File: src/rtl/vmx_mm_sched_if.sv
// Host/engine/memory-side signal bundle of the vmx_mm job scheduler.
// VMX_SCHED_PERF_EN adds the last_cycles performance readout.
interface vmx_mm_sched_if #(
  parameter int QDEPTH = 4,
  parameter int AW     = 8,
  parameter int TAG_W  = 4,
  parameter int TO_W   = 16
);
  localparam int QW = $clog2(QDEPTH) + 1;

  logic             job_valid;
  logic             job_ready;
  logic [AW-1:0]    job_base;
  logic [TAG_W-1:0] job_tag;
  logic [TO_W-1:0]  timeout_lim;
  logic             abort;
  logic [31:0]      eng_ctrl;
  logic [31:0]      eng_flag;
  logic [AW-1:0]    eng_addr;
  logic             eng_wr_en;
  logic [AW-1:0]    mem_addr;
  logic             mem_wr_en;
  logic             done;
  logic [TAG_W-1:0] done_tag;
  logic             done_err;
  logic             busy;
  logic [QW-1:0]    q_count;
`ifdef VMX_SCHED_PERF_EN
  logic [31:0]      last_cycles;
`endif

  modport master (
    output job_valid, job_base, job_tag, timeout_lim, abort, eng_flag, eng_addr, eng_wr_en,
    input  job_ready, eng_ctrl, mem_addr, mem_wr_en, done, done_tag, done_err, busy, q_count
`ifdef VMX_SCHED_PERF_EN
    , input last_cycles
`endif
  );

  modport slave (
    input  job_valid, job_base, job_tag, timeout_lim, abort, eng_flag, eng_addr, eng_wr_en,
    output job_ready, eng_ctrl, mem_addr, mem_wr_en, done, done_tag, done_err, busy, q_count
`ifdef VMX_SCHED_PERF_EN
    , output last_cycles
`endif
  );
endinterface

File: src/rtl/vmx_mm_sched.sv
// Job FIFO plus start/track/complete sequencer in front of the vmx_mm engine.
// VMX_SCHED_PERF_EN adds last_cycles (START..DONE span of the last good job).
module vmx_mm_sched #(
  parameter int QDEPTH    = 4,
  parameter int AW        = 8,
  parameter int TAG_W     = 4,
  parameter int TO_W      = 16,
  parameter int START_CYC = 1
) (
  input  logic          clk,
  input  logic          rst_n,
  vmx_mm_sched_if.slave bus
);
  localparam int PW = $clog2(QDEPTH);
  localparam int QW = PW + 1;

  // state     | meaning
  // IDLE      | no active job; launch FIFO head when present
  // START     | eng_ctrl[0] held for START_CYC cycles
  // WAIT_BUSY | waiting for engine flag to go nonzero
  // RUN       | engine busy, waiting for flag back to zero
  // DONE      | good completion pulse, pop head
  // ERR       | timeout/abort: abort request + error completion, pop head
  typedef enum logic [2:0] {IDLE, START, WAIT_BUSY, RUN, DONE, ERR} state_t;

  state_t           state;
  logic [AW-1:0]    base_mem [QDEPTH];
  logic [TAG_W-1:0] tag_mem  [QDEPTH];
  logic [PW-1:0]    wr_ptr, rd_ptr;
  logic [QW-1:0]    count;
  logic [AW-1:0]    base_q;
  logic [TAG_W-1:0] tag_q;
  logic [TO_W-1:0]  cnt;
  logic             eng_start, eng_abort, done_q, done_err_q;
  logic [TAG_W-1:0] done_tag_q;
  logic             full, push, pop, active, flush_all, flush_keep;
  logic             eng_busy, stall, err_go;

  assign full       = (count == QW'(QDEPTH));
  assign push       = bus.job_valid & ~full & ~bus.abort;
  assign pop        = (state == DONE) || (state == ERR);
  assign active     = (state == START) || (state == WAIT_BUSY) || (state == RUN);
  assign flush_all  = bus.abort & ~active;
  assign flush_keep = bus.abort & active;
  assign eng_busy   = (bus.eng_flag != '0);
  assign stall      = ((state == WAIT_BUSY) && !eng_busy) || ((state == RUN) && eng_busy);
  assign err_go     = flush_keep || (stall && cnt == TO_W'(1));

  always_ff @(posedge clk) begin
    if (push) begin
      base_mem[wr_ptr] <= bus.job_base;
      tag_mem[wr_ptr]  <= bus.job_tag;
    end
  end

  // On abort of an active job the head survives so ERR can report and pop it.
  always_ff @(posedge clk or negedge rst_n) begin
    if (!rst_n) begin
      wr_ptr <= '0;
      rd_ptr <= '0;
      count  <= '0;
    end else if (flush_all) begin
      rd_ptr <= wr_ptr;
      count  <= '0;
    end else if (flush_keep) begin
      wr_ptr <= rd_ptr + 1'b1;
      count  <= QW'(1);
    end else begin
      if (push) wr_ptr <= wr_ptr + 1'b1;
      if (pop)  rd_ptr <= rd_ptr + 1'b1;
      count <= count + QW'(push) - QW'(pop);
    end
  end

  // cnt is the START length and then the per-phase timeout down-counter (0 = never).
  always_ff @(posedge clk or negedge rst_n) begin
    if (!rst_n) begin
      state      <= IDLE;
      base_q     <= '0;
      tag_q      <= '0;
      cnt        <= '0;
      eng_start  <= 1'b0;
      eng_abort  <= 1'b0;
      done_q     <= 1'b0;
      done_err_q <= 1'b0;
      done_tag_q <= '0;
    end else begin
      eng_start  <= 1'b0;
      eng_abort  <= 1'b0;
      done_q     <= 1'b0;
      done_err_q <= 1'b0;
      done_tag_q <= '0;
      if (err_go) begin
        state      <= ERR;
        eng_abort  <= 1'b1;
        done_q     <= 1'b1;
        done_err_q <= 1'b1;
        done_tag_q <= tag_q;
      end else begin
        unique case (state)
          IDLE: if (count != '0 && !bus.abort) begin
            state     <= START;
            base_q    <= base_mem[rd_ptr];
            tag_q     <= tag_mem[rd_ptr];
            cnt       <= TO_W'(START_CYC);
            eng_start <= 1'b1;
          end
          START: if (cnt == TO_W'(1)) begin
            state <= WAIT_BUSY;
            cnt   <= bus.timeout_lim;
          end else begin
            cnt       <= cnt - 1'b1;
            eng_start <= 1'b1;
          end
          WAIT_BUSY: if (eng_busy) begin
            state <= RUN;
            cnt   <= bus.timeout_lim;
          end else if (cnt != '0) begin
            cnt <= cnt - 1'b1;
          end
          RUN: if (!eng_busy) begin
            state      <= DONE;
            done_q     <= 1'b1;
            done_tag_q <= tag_q;
          end else if (cnt != '0) begin
            cnt <= cnt - 1'b1;
          end
          DONE:    state <= IDLE;
          ERR:     state <= IDLE;
          default: state <= IDLE;
        endcase
      end
    end
  end

`ifdef VMX_SCHED_PERF_EN
  logic [31:0] perf_cnt, last_cycles_q;

  always_ff @(posedge clk or negedge rst_n) begin
    if (!rst_n) begin
      perf_cnt      <= '0;
      last_cycles_q <= '0;
    end else begin
      if (state == IDLE) perf_cnt <= 32'd1;
      else if (perf_cnt != '1) perf_cnt <= perf_cnt + 32'd1;
      if (state == RUN && !eng_busy && !bus.abort)
        last_cycles_q <= (perf_cnt == '1) ? perf_cnt : perf_cnt + 32'd1;
    end
  end

  assign bus.last_cycles = last_cycles_q;
`endif

  assign bus.job_ready = ~full;
  assign bus.eng_ctrl  = {30'd0, eng_abort, eng_start};
  assign bus.mem_addr  = (state == IDLE) ? bus.eng_addr : base_q + bus.eng_addr;
  assign bus.mem_wr_en = bus.eng_wr_en & ((state == WAIT_BUSY) || (state == RUN));
  assign bus.done      = done_q;
  assign bus.done_tag  = done_tag_q;
  assign bus.done_err  = done_err_q;
  assign bus.busy      = (state != IDLE);
  assign bus.q_count   = count;
endmodule

File: src/flat_wrapper.sv
// flat-port wrapper written by rule: the top's interface ports become plain ports
module vmx_mm_sched_flat 
#(
  parameter int QDEPTH    = 4,
  parameter int AW        = 8,
  parameter int TAG_W     = 4,
  parameter int TO_W      = 16,
  parameter int START_CYC = 1
)
  (clk, rst_n, bus_job_valid, bus_job_base, bus_job_tag, bus_timeout_lim, bus_abort, bus_eng_flag, bus_eng_addr, bus_eng_wr_en, bus_job_ready, bus_eng_ctrl, bus_mem_addr, bus_mem_wr_en, bus_done, bus_done_tag, bus_done_err, bus_busy, bus_q_count);
  vmx_mm_sched_if #(.QDEPTH(QDEPTH), .AW(AW), .TAG_W(TAG_W), .TO_W(TO_W)) bus_i ();
  input  logic clk;
  input  logic rst_n;
  input wire logic [$bits(bus_i.job_valid)-1:0] bus_job_valid;
  input wire logic [$bits(bus_i.job_base)-1:0] bus_job_base;
  input wire logic [$bits(bus_i.job_tag)-1:0] bus_job_tag;
  input wire logic [$bits(bus_i.timeout_lim)-1:0] bus_timeout_lim;
  input wire logic [$bits(bus_i.abort)-1:0] bus_abort;
  input wire logic [$bits(bus_i.eng_flag)-1:0] bus_eng_flag;
  input wire logic [$bits(bus_i.eng_addr)-1:0] bus_eng_addr;
  input wire logic [$bits(bus_i.eng_wr_en)-1:0] bus_eng_wr_en;
  output wire logic [$bits(bus_i.job_ready)-1:0] bus_job_ready;
  output wire logic [$bits(bus_i.eng_ctrl)-1:0] bus_eng_ctrl;
  output wire logic [$bits(bus_i.mem_addr)-1:0] bus_mem_addr;
  output wire logic [$bits(bus_i.mem_wr_en)-1:0] bus_mem_wr_en;
  output wire logic [$bits(bus_i.done)-1:0] bus_done;
  output wire logic [$bits(bus_i.done_tag)-1:0] bus_done_tag;
  output wire logic [$bits(bus_i.done_err)-1:0] bus_done_err;
  output wire logic [$bits(bus_i.busy)-1:0] bus_busy;
  output wire logic [$bits(bus_i.q_count)-1:0] bus_q_count;
  assign bus_i.job_valid = bus_job_valid;
  assign bus_i.job_base = bus_job_base;
  assign bus_i.job_tag = bus_job_tag;
  assign bus_i.timeout_lim = bus_timeout_lim;
  assign bus_i.abort = bus_abort;
  assign bus_i.eng_flag = bus_eng_flag;
  assign bus_i.eng_addr = bus_eng_addr;
  assign bus_i.eng_wr_en = bus_eng_wr_en;
  assign bus_job_ready = bus_i.job_ready;
  assign bus_eng_ctrl = bus_i.eng_ctrl;
  assign bus_mem_addr = bus_i.mem_addr;
  assign bus_mem_wr_en = bus_i.mem_wr_en;
  assign bus_done = bus_i.done;
  assign bus_done_tag = bus_i.done_tag;
  assign bus_done_err = bus_i.done_err;
  assign bus_busy = bus_i.busy;
  assign bus_q_count = bus_i.q_count;
  vmx_mm_sched #(.QDEPTH(QDEPTH), .AW(AW), .TAG_W(TAG_W), .TO_W(TO_W), .START_CYC(START_CYC)) u_core (.clk(clk), .rst_n(rst_n), .bus(bus_i));
endmodule
File: config.mk
export PLATFORM = sky130hd
export DESIGN_NAME = vmx_mm_sched_flat
export DESIGN_NICKNAME = d
export VERILOG_FILES = /design/src/rtl/vmx_mm_sched_if.sv /design/src/rtl/vmx_mm_sched.sv /design/src/flat_wrapper.sv
export SDC_FILE = /design/constraint.sdc
export NUM_CORES = 1
export LEC_CHECK = 0
export ABC_AREA = 0
export BUFFER_PORTS_ARGS = -buffer_cell sky130_fd_sc_hd__buf_2
export CORE_MARGIN = 4
export CORE_UTILIZATION = 45
export DETAILED_ROUTE_END_ITERATION = 10
export PLACE_DENSITY = 0.78
export SYNTH_ARGS = -nofsm -noshare
export SYNTH_HDL_FRONTEND = slang
export SYNTH_SLANG_ARGS = --single-unit
File: constraint.sdc
create_clock -name clk -period 2.3 [get_ports clk]
set_input_delay 0.345 -clock clk [delete_from_list [all_inputs] [get_ports clk]]
set_output_delay 0.345 -clock clk [all_outputs]
set_load 0.005 [all_outputs]
==> metrics.cfg <==
[outcome]
run_status=finished with violations
violations=setup timing

[cts]
cts.sinks=93
cts.htree.levels=3
ctsHoldBuffers=0
root_buffer=clkbuf_16
clk_latency_ns=0.35
cts_tree=built
path_clk_slew_ns=0.07
cts_made_buffers=9
clock_path_buffers=2

[floorplanning]
start_util_pct=46.77
dieWidth_microns=115.1
die_area_sq_mm=0.01324
rows=38
io_pins=125
die_y_microns=115.1
core-area_sq_mm=0.01103

[synth]
yosysMostFrequentCell=edfxtp_1
ys_seq_elements=93
async_reset_ff_share_pct=48.39
synth_common_cells=48 x edfxtp_1, 45 x dfrtp_1, 34 x buf_4, 24 x nor2_1, 23 x inv_1
yosys_warnings=0
synth_edf_count=48
synth_top_area_share_pct=27.94
syn_inst=432
yosysTopAreaCell=edfxtp_1
yosysSeqAreaShare_pct=49.77
ys_types=74
synthesis.area_sq_mm=0.005159
synthTopCellsByArea=edfxtp_1 28%, dfrtp_1 22%, mux4_2 5.2%, buf_4 4.9%, ha_1 3.9%
synth_ff_type=edfxtp_1
postSynthAreaPerCell_sq_um=11.94

[final_layout]
fillCellCount=895
syn_to_final_growth_pct=23.62
final_core_utilization_pct=57.82
fin_nets=656
drive_gt1_share_pct=38.60
diodes=0
finalInstanceArea_sq_mm=0.006377

[pwr]
p_leak_nw=2.776
p_per_area_mw_per_mm2=1413
peakVddDrop_mv=0.5572

[worst_hold_path]
hold_path.class=input pin to asynchronous set/reset pin

[global_routing]
gr-usage-all-layers_pct=18.38
grt_pass1_wl_microns=19140
grt_max_degree=46
grt_pass1_vias=3895
grt.overflow.total=0
antenna_found_initial=0

[critical_path]
regToRegSetupSlack_ns=0.10
crit_path_start_kind=flop
worstPathRequired_ns=1.96
path_buf_inv=1
cp_top_family=compound AO/OA/AOI/OAI gates
timing.critical_path.cells=ha_4, a21o_1, a21oi_2, o21ai_2, a2111o_1, a2111o_1, o211ai_1, buf_2
cp.arrival_ns=2.47
cp_common_cell=a2111o_1
r2r-start=u_core.cnt[0]
worstSetupPathType=flop to primary output
cpMaxStageDelayCell=a2111o_1
cp_max_fo=2
critPathMaxStageDelay_ns=0.44
r2r-end=u_core.cnt[8]
r2r_cells=9
critPathCaptureType=primary output

[route]
drt_iter0_drc=287
drc=0
detail_route.wl_per_cell_microns=17.20
viasPerCell=5.530
wirelength_microns=12210
num_vias=3926
drtAntennaViolNets=0
drt_first_pass_iters=5

[flow_run]
drv_cap=0

[sta]
rsz0062_at_grt=yes
setup_violations=4
fin_crit_sh_pct=122.5
worst-slew-pin-transition_ns=0.8483
hold_viol=0
fin_hold_ws_ns=0.07612
setup_tns_ns=-1.062
period_needed_ns=2.817
fmax_mhz=355.0
fin_ws_ns=-0.5168
drv_slew=0
fin_skew_ns=0.009573
timing.slew.headroom_pct=43.10

[placement]
place_congestion=0.8601
dpl_cell_area_sq_mm=0.005911
pre_cts_slack_ns=-0.3037
hpwl_microns=8602
portBuffers=94

per-stage QoR:
stage	power [W]	std cells
final	0.009012	710
after global routing	0.009628	710
after CTS	0.008759	707
after detailed placement	0.007148	687
after global placement	0.006977	687
after floorplan	0.005650	461
how the worst max path moves through the flow:
stage,cells after the start,from,end
finish,8,u_core.base_q[1],bus_mem_addr[7]
detailed placement,9,bus_eng_addr[1],bus_mem_addr[7]
global route,8,u_core.base_q[1],bus_mem_addr[7]
global placement,9,bus_eng_addr[1],bus_mem_addr[7]
floorplan,7,u_core.base_q[1],bus_mem_addr[7]
CTS,8,u_core.base_q[1],bus_mem_addr[7]
power breakdown:
part / internal (W) / leakage [nW] / switching, W / total (W)
Clock: 0.000770 / 0.148 / 0.000688 / 0.00146
Sequential: 0.00219 / 1.01 / 0.000377 / 0.00257
Combinational: 0.00237 / 1.62 / 0.00262 / 0.00499
Total: 0.00533 / 2.78 / 0.00369 / 0.00901
what timing repair did:
action                     in CTS  in global routing
setup endpoints to repair       4                 21
gates resized for setup         8                 15
cloned                          0                  1
pin swaps                       4                  5
buffers inserted                4                  2
cell type report:
type	count	area (sq um)	area share, %
Inverter	24	90.09	1.413
Timing Repair Buffer	142	847.1	13.28
Tap cell	140	175.2	2.747
Clock inverter	7	78.83	1.236
Clock buffer	9	225.2	3.531
Sequential cell	93	2569	40.28
Multi-Input combinational cell	295	2392	37.51
registers in the layout, indices dropped and copies added (netlist names), 2 cells and up:
| signal | count |
|---|---|
| u_core.base_mem | 32 |
| u_core.base_q | 8 |
| u_core.bus.done_tag | 4 |
| u_core.bus.q_count | 3 |
| u_core.cnt | 16 |
| u_core.rd_ptr | 2 |
| u_core.state | 3 |
| u_core.tag_mem | 16 |
| u_core.tag_q | 4 |
| u_core.wr_ptr | 2 |
layout by cell type, fill, tap and decap left out, drive strengths merged, types with 5 or more instances in the layout:
cell type,instances
buf,141
edfxtp,48
dfrtp,45
conb,30
inv,27
nor2,24
nand2,19
a21oi,17
ha,16
nor3,13
nor4,13
and2,12
mux4,12
mux2,11
o21ai,11
clkbuf,9
nand3,8
xnor2,6
a211oi,6
xor2,5
nand2b,5
a32oi,5
nor2b,5
routing by layer:
metal  global-route usage, %  routed length (microns)
met1                   23.99                     5141
met2                   30.63                     6221
met3                   2.947                      605
met4                   7.512                      243
met5                       0                        0
logic make-up (layout without fill, tap and decap cells):
logic type               count (synthesis)  after routing  share of synthesized area, %
XOR/XNOR                                11             11                         1.868
AO/OA/AOI/OAI                           86             86                         13.19
multiplexers                            24             24                         7.834
flip-flops                              93             93                         49.77
adder cells (fa/ha/maj)                 18             18                         4.657
buffers and inverters                   73            182                         8.076
other                                    1             30                       0.07269
AND/OR/NAND/NOR                        126            126                         14.53
(Power assumes the default switching activity.)
